[src/rtl/debounce_fsm_if.sv]
// Signal bundle between the tick/switch source and the debouncer.
// The master drives the sampling strobe and the raw switch level.
// The slave (the debouncer) returns the clean level and the edge strobes.
interface debounce_fsm_if;
  logic tick;
  logic sw;
  logic db;
  logic db_rise;
  logic db_fall;

  modport master (
    output tick,
    output sw,
    input  db,
    input  db_rise,
    input  db_fall
  );

  modport slave (
    input  tick,
    input  sw,
    output db,
    output db_rise,
    output db_fall
  );
endinterface

[src/rtl/debounce_fsm.sv]
// Tick-driven switch debouncer.
// The raw switch passes through a two-flop synchronizer. A four-state FSM
// then accepts a new level only after SAMPLES counted ticks of stable input.
// The tick that arrives on the same edge as entry into a WAIT state is not
// counted, so the accepted stable time is (SAMPLES-1)*P+1 .. SAMPLES*P cycles.
// All outputs are registered from next-state logic, so no input reaches an
// output combinationally.
module debounce_fsm #(
  parameter int unsigned SAMPLES = 3
) (
  input  logic           clk,
  input  logic           reset,
  debounce_fsm_if.slave  bus
);

  typedef enum logic [1:0] {
    ZERO  = 2'd0,
    WAIT1 = 2'd1,
    ONE   = 2'd2,
    WAIT0 = 2'd3
  } state_t;

  localparam logic [7:0] LAST = 8'(SAMPLES - 1);

  logic       s1;
  logic       sw_s;
  state_t     state;
  state_t     next_state;
  logic [7:0] cnt;
  logic [7:0] next_cnt;
  logic       db_q;
  logic       rise_q;
  logic       fall_q;
  logic       next_db;
  logic       next_rise;
  logic       next_fall;

  // Two-flop synchronizer for the asynchronous switch input
  always_ff @(posedge clk) begin
    if (reset) begin
      s1   <= 1'b0;
      sw_s <= 1'b0;
    end else begin
      s1   <= bus.sw;
      sw_s <= s1;
    end
  end

  // State, sample counter and registered outputs
  always_ff @(posedge clk) begin
    if (reset) begin
      state  <= ZERO;
      cnt    <= 8'd0;
      db_q   <= 1'b0;
      rise_q <= 1'b0;
      fall_q <= 1'b0;
    end else begin
      state  <= next_state;
      cnt    <= next_cnt;
      db_q   <= next_db;
      rise_q <= next_rise;
      fall_q <= next_fall;
    end
  end

  // Next-state and next-output logic; a bounce back always beats a tick
  always_comb begin
    next_state = state;
    next_cnt   = cnt;
    case (state)
      ZERO: begin
        if (sw_s) begin
          next_state = WAIT1;
          next_cnt   = 8'd0;
        end
      end
      WAIT1: begin
        if (!sw_s) begin
          next_state = ZERO;
        end else if (bus.tick && (cnt == LAST)) begin
          next_state = ONE;
        end else if (bus.tick) begin
          next_cnt = cnt + 8'd1;
        end
      end
      ONE: begin
        if (!sw_s) begin
          next_state = WAIT0;
          next_cnt   = 8'd0;
        end
      end
      WAIT0: begin
        if (sw_s) begin
          next_state = ONE;
        end else if (bus.tick && (cnt == LAST)) begin
          next_state = ZERO;
        end else if (bus.tick) begin
          next_cnt = cnt + 8'd1;
        end
      end
      default: begin
        next_state = ZERO;
        next_cnt   = 8'd0;
      end
    endcase
    next_db   = (next_state == ONE) || (next_state == WAIT0);
    next_rise = (state == WAIT1) && (next_state == ONE);
    next_fall = (state == WAIT0) && (next_state == ZERO);
  end

  assign bus.db      = db_q;
  assign bus.db_rise = rise_q;
  assign bus.db_fall = fall_q;

endmodule

[src/flat_wrapper.sv]
// flat-port wrapper written by rule: the top's interface ports become plain ports
module debounce_fsm_flat 
#(
  parameter int unsigned SAMPLES = 3
)
  (clk, reset, bus_tick, bus_sw, bus_db, bus_db_rise, bus_db_fall);
  debounce_fsm_if bus_i ();
  input  logic clk;
  input  logic reset;
  input wire logic [$bits(bus_i.tick)-1:0] bus_tick;
  input wire logic [$bits(bus_i.sw)-1:0] bus_sw;
  output wire logic [$bits(bus_i.db)-1:0] bus_db;
  output wire logic [$bits(bus_i.db_rise)-1:0] bus_db_rise;
  output wire logic [$bits(bus_i.db_fall)-1:0] bus_db_fall;
  assign bus_i.tick = bus_tick;
  assign bus_i.sw = bus_sw;
  assign bus_db = bus_i.db;
  assign bus_db_rise = bus_i.db_rise;
  assign bus_db_fall = bus_i.db_fall;
  debounce_fsm #(.SAMPLES(SAMPLES)) u_core (.clk(clk), .reset(reset), .bus(bus_i));
endmodule
[config.mk]
export PLATFORM = sky130hd
export DESIGN_NAME = debounce_fsm_flat
export DESIGN_NICKNAME = d
export VERILOG_FILES = /design/src/rtl/debounce_fsm_if.sv /design/src/rtl/debounce_fsm.sv /design/src/flat_wrapper.sv
export SDC_FILE = /design/constraint.sdc
export NUM_CORES = 1
export LEC_CHECK = 0
export BUFFER_PORTS_ARGS = -buffer_cell sky130_fd_sc_hd__buf_2
export CELL_PAD_IN_SITES_DETAIL_PLACEMENT = 1
export CELL_PAD_IN_SITES_GLOBAL_PLACEMENT = 2
export CORE_MARGIN = 3
export CORE_UTILIZATION = 30
export DETAILED_ROUTE_END_ITERATION = 10
export PLACE_DENSITY_LB_ADDON = 0.1
export SYNTH_ARGS = -nofsm -noshare
export SYNTH_HDL_FRONTEND = slang
export SYNTH_SLANG_ARGS = --single-unit
[constraint.sdc]
create_clock -name clk -period 2.52 [get_ports clk]
set_clock_uncertainty 0.1 [all_clocks]
set_input_delay 0 -clock clk [delete_from_list [all_inputs] [get_ports clk]]
set_output_delay 0 -clock clk [all_outputs]
set_load 0.005 [all_outputs]
* Word level (Yosys, flattened, before mapping)
Index checks and enable logic that the tools add are counted.
** Storage, ports and cells
- Register bits :: 15
- ROM bits :: 0
- Bits of input ports :: 4
- Logic and storage cells :: 39
- Memories kept :: 0
- Latch bits :: 0
- Memory bits (writable) :: 0
** Operators by class
- Divide/modulo/power cells :: 0
- Order comparisons :: 0
- Shifts and indexed selects :: 0
- Mux-type cells :: 14
- Multipliers :: 0
- Equal/unequal tests :: 10
- Reduce and logical (&&, ||, !) cells :: 7
- Bitwise gates (word level) :: 0
- Add/sub/neg operators :: 1
** Operators by type and width (count)
- 2-to-1 mux 8 bit :: 6
- case mux 8 bit (4 select lines) :: 1
- 2-to-1 mux 2 bit :: 6
- adder 8 x 1 -> 8 bit (second input constant) :: 1
- == test 2 bit (second input constant) :: 4
- == test 8 x 2 -> 1 bit (second input constant) :: 1
- case mux 2 bit (4 select lines) :: 1
- logical NOT 2 bit :: 2
- inequality test 2 x 1 -> 1 bit (second input constant) :: 2
- inequality test 2 bit (second input constant) :: 2
- AND reduction 4 bit :: 1
- logical AND 1 bit :: 3
- == test 2 x 1 -> 1 bit (second input constant) :: 1
- logical OR 1 bit :: 1

* Depth between registers and ports, before layout
- Depth in word-level cells :: 7
- Gate-level depth with buffers :: 6

* Least setup slack after synthesis
Ideal clock, no wire load.
- Path type :: reg2reg
- Start point :: register u_core.cnt[4]
- End point :: register u_core.db_q, in the netlist u_core.bus.db
- Data arrival time :: 1630 ps
- Cell stages (with the launch flop) :: 5
- Data required time :: 2289 ps
- Path buffers :: 0
- Setup time :: 131 ps
- Setup slack :: 658 ps
- Cells stage by stage :: dfxtp_1 > or4_4 > or4_4 > mux2i_1 > nor2_1
** On the way
- Cells in the longest elaborated chain, start to end :: 7
- Elaborated cells between the ends (all ways) :: 10
** RTL lines
- start: declaration :: line debounce_fsm.sv:29 : logic [7:0] cnt;
- start signal: assignment :: line debounce_fsm.sv:59 : cnt <= next_cnt;
- == test 8 x 2 -> 1 bit (*) :: line debounce_fsm.sv:80, debounce_fsm.sv:95
- logical AND 1 bit (*) :: line debounce_fsm.sv:80, debounce_fsm.sv:95
- 2-to-1 mux 2 bit, on equally long branches :: line debounce_fsm.sv:95, debounce_fsm.sv:80
- 2-to-1 mux 2 bit, on equally long branches :: line debounce_fsm.sv:93, debounce_fsm.sv:78
- case mux 2 bit (4 select lines) (*) :: line debounce_fsm.sv:70 : case (state)
- == test 2 bit :: line debounce_fsm.sv:106 : next_db = (next_state == ONE) || (next_state == WAIT0);
- logical OR 1 bit (*) :: line debounce_fsm.sv:106
- end signal: assignment :: line debounce_fsm.sv:60 : db_q <= next_db;
- end: declaration :: line debounce_fsm.sv:31 : logic db_q;
Mark *: on every way between the ends. The rest lies on a longest branch, timed or not.
A chain may end at the register's enable or synchronous reset.

* Worst setup path in the final report
Ends and elaborated chain as after synthesis.

==> flow_summary_export.csv <==
group,metric,value,unit
clock_network,cts_root_buf,"clkbuf_4",
setup_path,crit_type,"reg -> reg",
logic_synthesis,synth_area,683.2,um^2
setup_path,path_max_fanout,4,
die,dieArea,2886,um^2
layout,multi_input_area,367.9,um^2
clock_network,insertion_delay,0.28,ns
clock_network,cts.sinks,15,
placed_design,dpl.hpwl,1041,um
clock_network,ctsLongestPathBuffers,2,
die,core,2062,um^2
layout,layout_common_cells,"15 x dfxtp_1, 6 x a21oi_1, 6 x buf_2",
pwr,power.internal,0.3063,mW
routing,drc,0,
sta,fmax,517.3,MHz
min_path,whs_endpoint,"u_core.cnt[3]",
logic_synthesis,syn_area_per_cell,9.622,um^2
die,row_count,16,
pwr,p_sw,0.08832,mW
grt,grt_pass1_vias,586,
sta,setup_tns,0,ns
min_path,hp-start,"bus_tick",
setup_path,startpoint,"u_core.cnt[4]",
run,maxCapViolations,0,
clock_network,cts_buffers,3,
pwr,clock_power_share,34.1,%
logic_synthesis,synth_edf_count,0,
clock_network,ctsHoldBuffers,3,
min_path,min_path_type,"in -> reg",
logic_synthesis,syn_inst,71,
placed_design,dp_cells,103,
sta,finalMaxSlewViolations,0,
setup_path,arrival,2.00,ns
pwr,p_leak,0.2899,nW
grt,grt_antenna_before_repair,0,
placed_design,port_buffers,6,
logic_synthesis,synth_ff_type,"dfxtp_1",
placed_design,gp_congestion,0.7503,
sta,setup_viol,0,
layout,fill_cells,253,
clock_network,clkTransAtPathRegs,0.09,ns
pwr,power_frac_seq,61.0,%
setup_path,regToRegStartpoint,"u_core.cnt[4]",
clock_network,ctsResizeCount,0,
layout,layout_commonest_cell,"dfxtp_1",
routing,routed_wl,1376,um
clock_network,cts_tree,"done",
layout,area_growth,17.22,%
sta,period_minus_slack,1.933,ns
sta,slew_headroom,69.58,%
die,die_h,53.72,um
status,status,"complete, no violations",
pwr,p_comb_share,4.8,%
setup_path,crit_required,2.59,ns
routing,drt_iter0_markers,9,
logic_synthesis,synth_nets,77,
logic_synthesis,yosysUniqueCellTypes,28,
sta,finalCritPeriodShare,76.71,%
setup_path,rr_endpoint,"u_core.bus.db",
die,start_util,33.13,%
layout,post-route-cell-area,800.8,um^2
setup_path,reg2reg_slack,0.59,ns
placed_design,place_area,743.2,um^2
routing,viasPerCell,5.082,
grt,grt_pass1_wl,2580,um
grt,grt_max_degree,15,
pwr,power.density,492.8,nW/um^2
layout,seq_area,300.3,um^2
logic_synthesis,ys_seq_area_share,43.96,%
layout,layout-drive-gt1-share,19.28,%
logic_synthesis,ys.warnings.count,0,
setup_path,critPathCaptureType,"flip-flop",
min_path,holdPathStages,4,
logic_synthesis,ys_ff_latch,15,
pwr,ir_drop,0.2065,mV
routing,vias,559,
routing,routedWlPerCell,12.51,um
placed_design,pre_cts_slack,0.5902,ns
sta,tightest_slew,0.4531,ns
sta,rsz0062_at_grt,"no",
routing,first_pass_iters,4,
grt,grt.overflow.total,0,
layout,diodes,0,
die,io_pins,7,
logic_synthesis,async_flop_share,0,%
sta,timing.final.ws_setup,0.5869,ns
setup_path,crit_path_start_kind,"flip-flop",
setup_path,reg2reg_depth,4,
grt,grt_usage,12.35,%
pwr,sw_frac_of_total,22.38,%
routing,postRouteAntennaNets,0,
clock_network,htreeDepth,1,
layout,nets,90,
clock_network,postCtsSetupBuffers,0,
die,chipWidth,53.72,um
layout,post-route-util,38.83,%
sta,hold_viol,0,
layout,instances_no_fill,110,
## cell type report
| type | instances | share of cell area [%] |
|---|---|---|
| Timing Repair Buffer | 9 | 7.500 |
| Tap cell | 27 | 4.219 |
| Clock buffer | 3 | 2.812 |
| Inverter | 3 | 1.406 |
| Sequential cell | 15 | 37.50 |
| Multi-Input combinational cell | 52 | 45.94 |
| Clock inverter | 1 | 0.6250 |
## state kept, by name (all words and copies together) (netlist names)
name,flops
u_core.state,2
u_core.bus.db_fall,1
u_core.cnt,8
u_core.sw_s,1
u_core.s1,1
u_core.bus.db_rise,1
u_core.bus.db,1
## worst max-delay path: stages (launching register included)
cell and delay (ns):
dfxtp_1 0.34, or4_4 0.55, or4_4 0.57, mux2i_1 0.21, nor2_1 0.06
## how the worst max path moves through the flow
stage               endpoint  slack [ns]  cells past startpoint
3_3_place_gp   u_core.bus.db        0.61                      4
5_1_grt        u_core.cnt[0]        0.47                      6
4_1_cts        u_core.bus.db        0.58                      4
3_5_place_dp   u_core.bus.db        0.59                      4
6_report       u_core.bus.db        0.59                      4
2_1_floorplan  u_core.bus.db        0.66                      4
## cells by family (layout without fill, tap and decap cells)
family | Yosys count | count (layout) | share of synthesized area [%]
AND/OR/NAND/NOR | 29 | 29 | 29.85
AO/OA/AOI/OAI | 17 | 17 | 15.02
multiplexers | 1 | 1 | 1.465
buffers and inverters | 4 | 16 | 2.197
XOR/XNOR | 3 | 3 | 3.847
flip-flops | 15 | 15 | 43.96
adder cells (fa/ha/maj) | 2 | 2 | 3.662
## power by group through the flow
stage | clock network (mW) | logic [mW] | registers [mW]
after floorplan | 0 | 0.00977 | 0.246
after global placement | 0 | 0.0156 | 0.246
after global routing | 0.156 | 0.0213 | 0.241
after detailed placement | 0 | 0.0157 | 0.246
after CTS | 0.144 | 0.0193 | 0.241
final | 0.135 | 0.0191 | 0.241
## routing by layer
layer / vias to the layer above / global-route usage [%] / routed length [um]
met5: - / 0 / 0
met4: 0 / 2.553 / 8
met3: 2 / 4.155 / 45
met2: 5 / 19.15 / 601
met1: 265 / 16.47 / 721
li1: 287 / - / -
## synth_stat cells (all sizes together), types with 2 or more instances
| master | instances | area share (%) |
|---|---|---|
| or3 | 5 | 4.6 |
| a21oi | 6 | 4.4 |
| nand2b | 3 | 2.7 |
| and2 | 2 | 1.8 |
| o211ai | 2 | 2.2 |
| nand3 | 2 | 1.5 |
| o21ai | 5 | 3.7 |
| xor2 | 2 | 2.6 |
| inv | 3 | 1.6 |
| nand2 | 2 | 1.1 |
| nand4 | 2 | 1.8 |
| nor2 | 3 | 1.6 |
| ha | 2 | 3.7 |
| or4 | 3 | 4.4 |
| nor2b | 2 | 1.8 |
| nor4b | 2 | 4.4 |
| dfxtp | 15 | 44 |
## stage by stage
step | power [mW] | hold slack [ns]
2_1_floorplan | 0.2555 | -0.02839
3_3_place_gp | 0.2619 | 0.1070
3_5_place_dp | 0.2621 | 0.1426
4_1_cts | 0.4039 | 0.008614
5_1_grt | 0.4190 | 0.04090
6_report | 0.3946 | 0.02400
No activity file was read; power rests on OpenSTA's default activity.
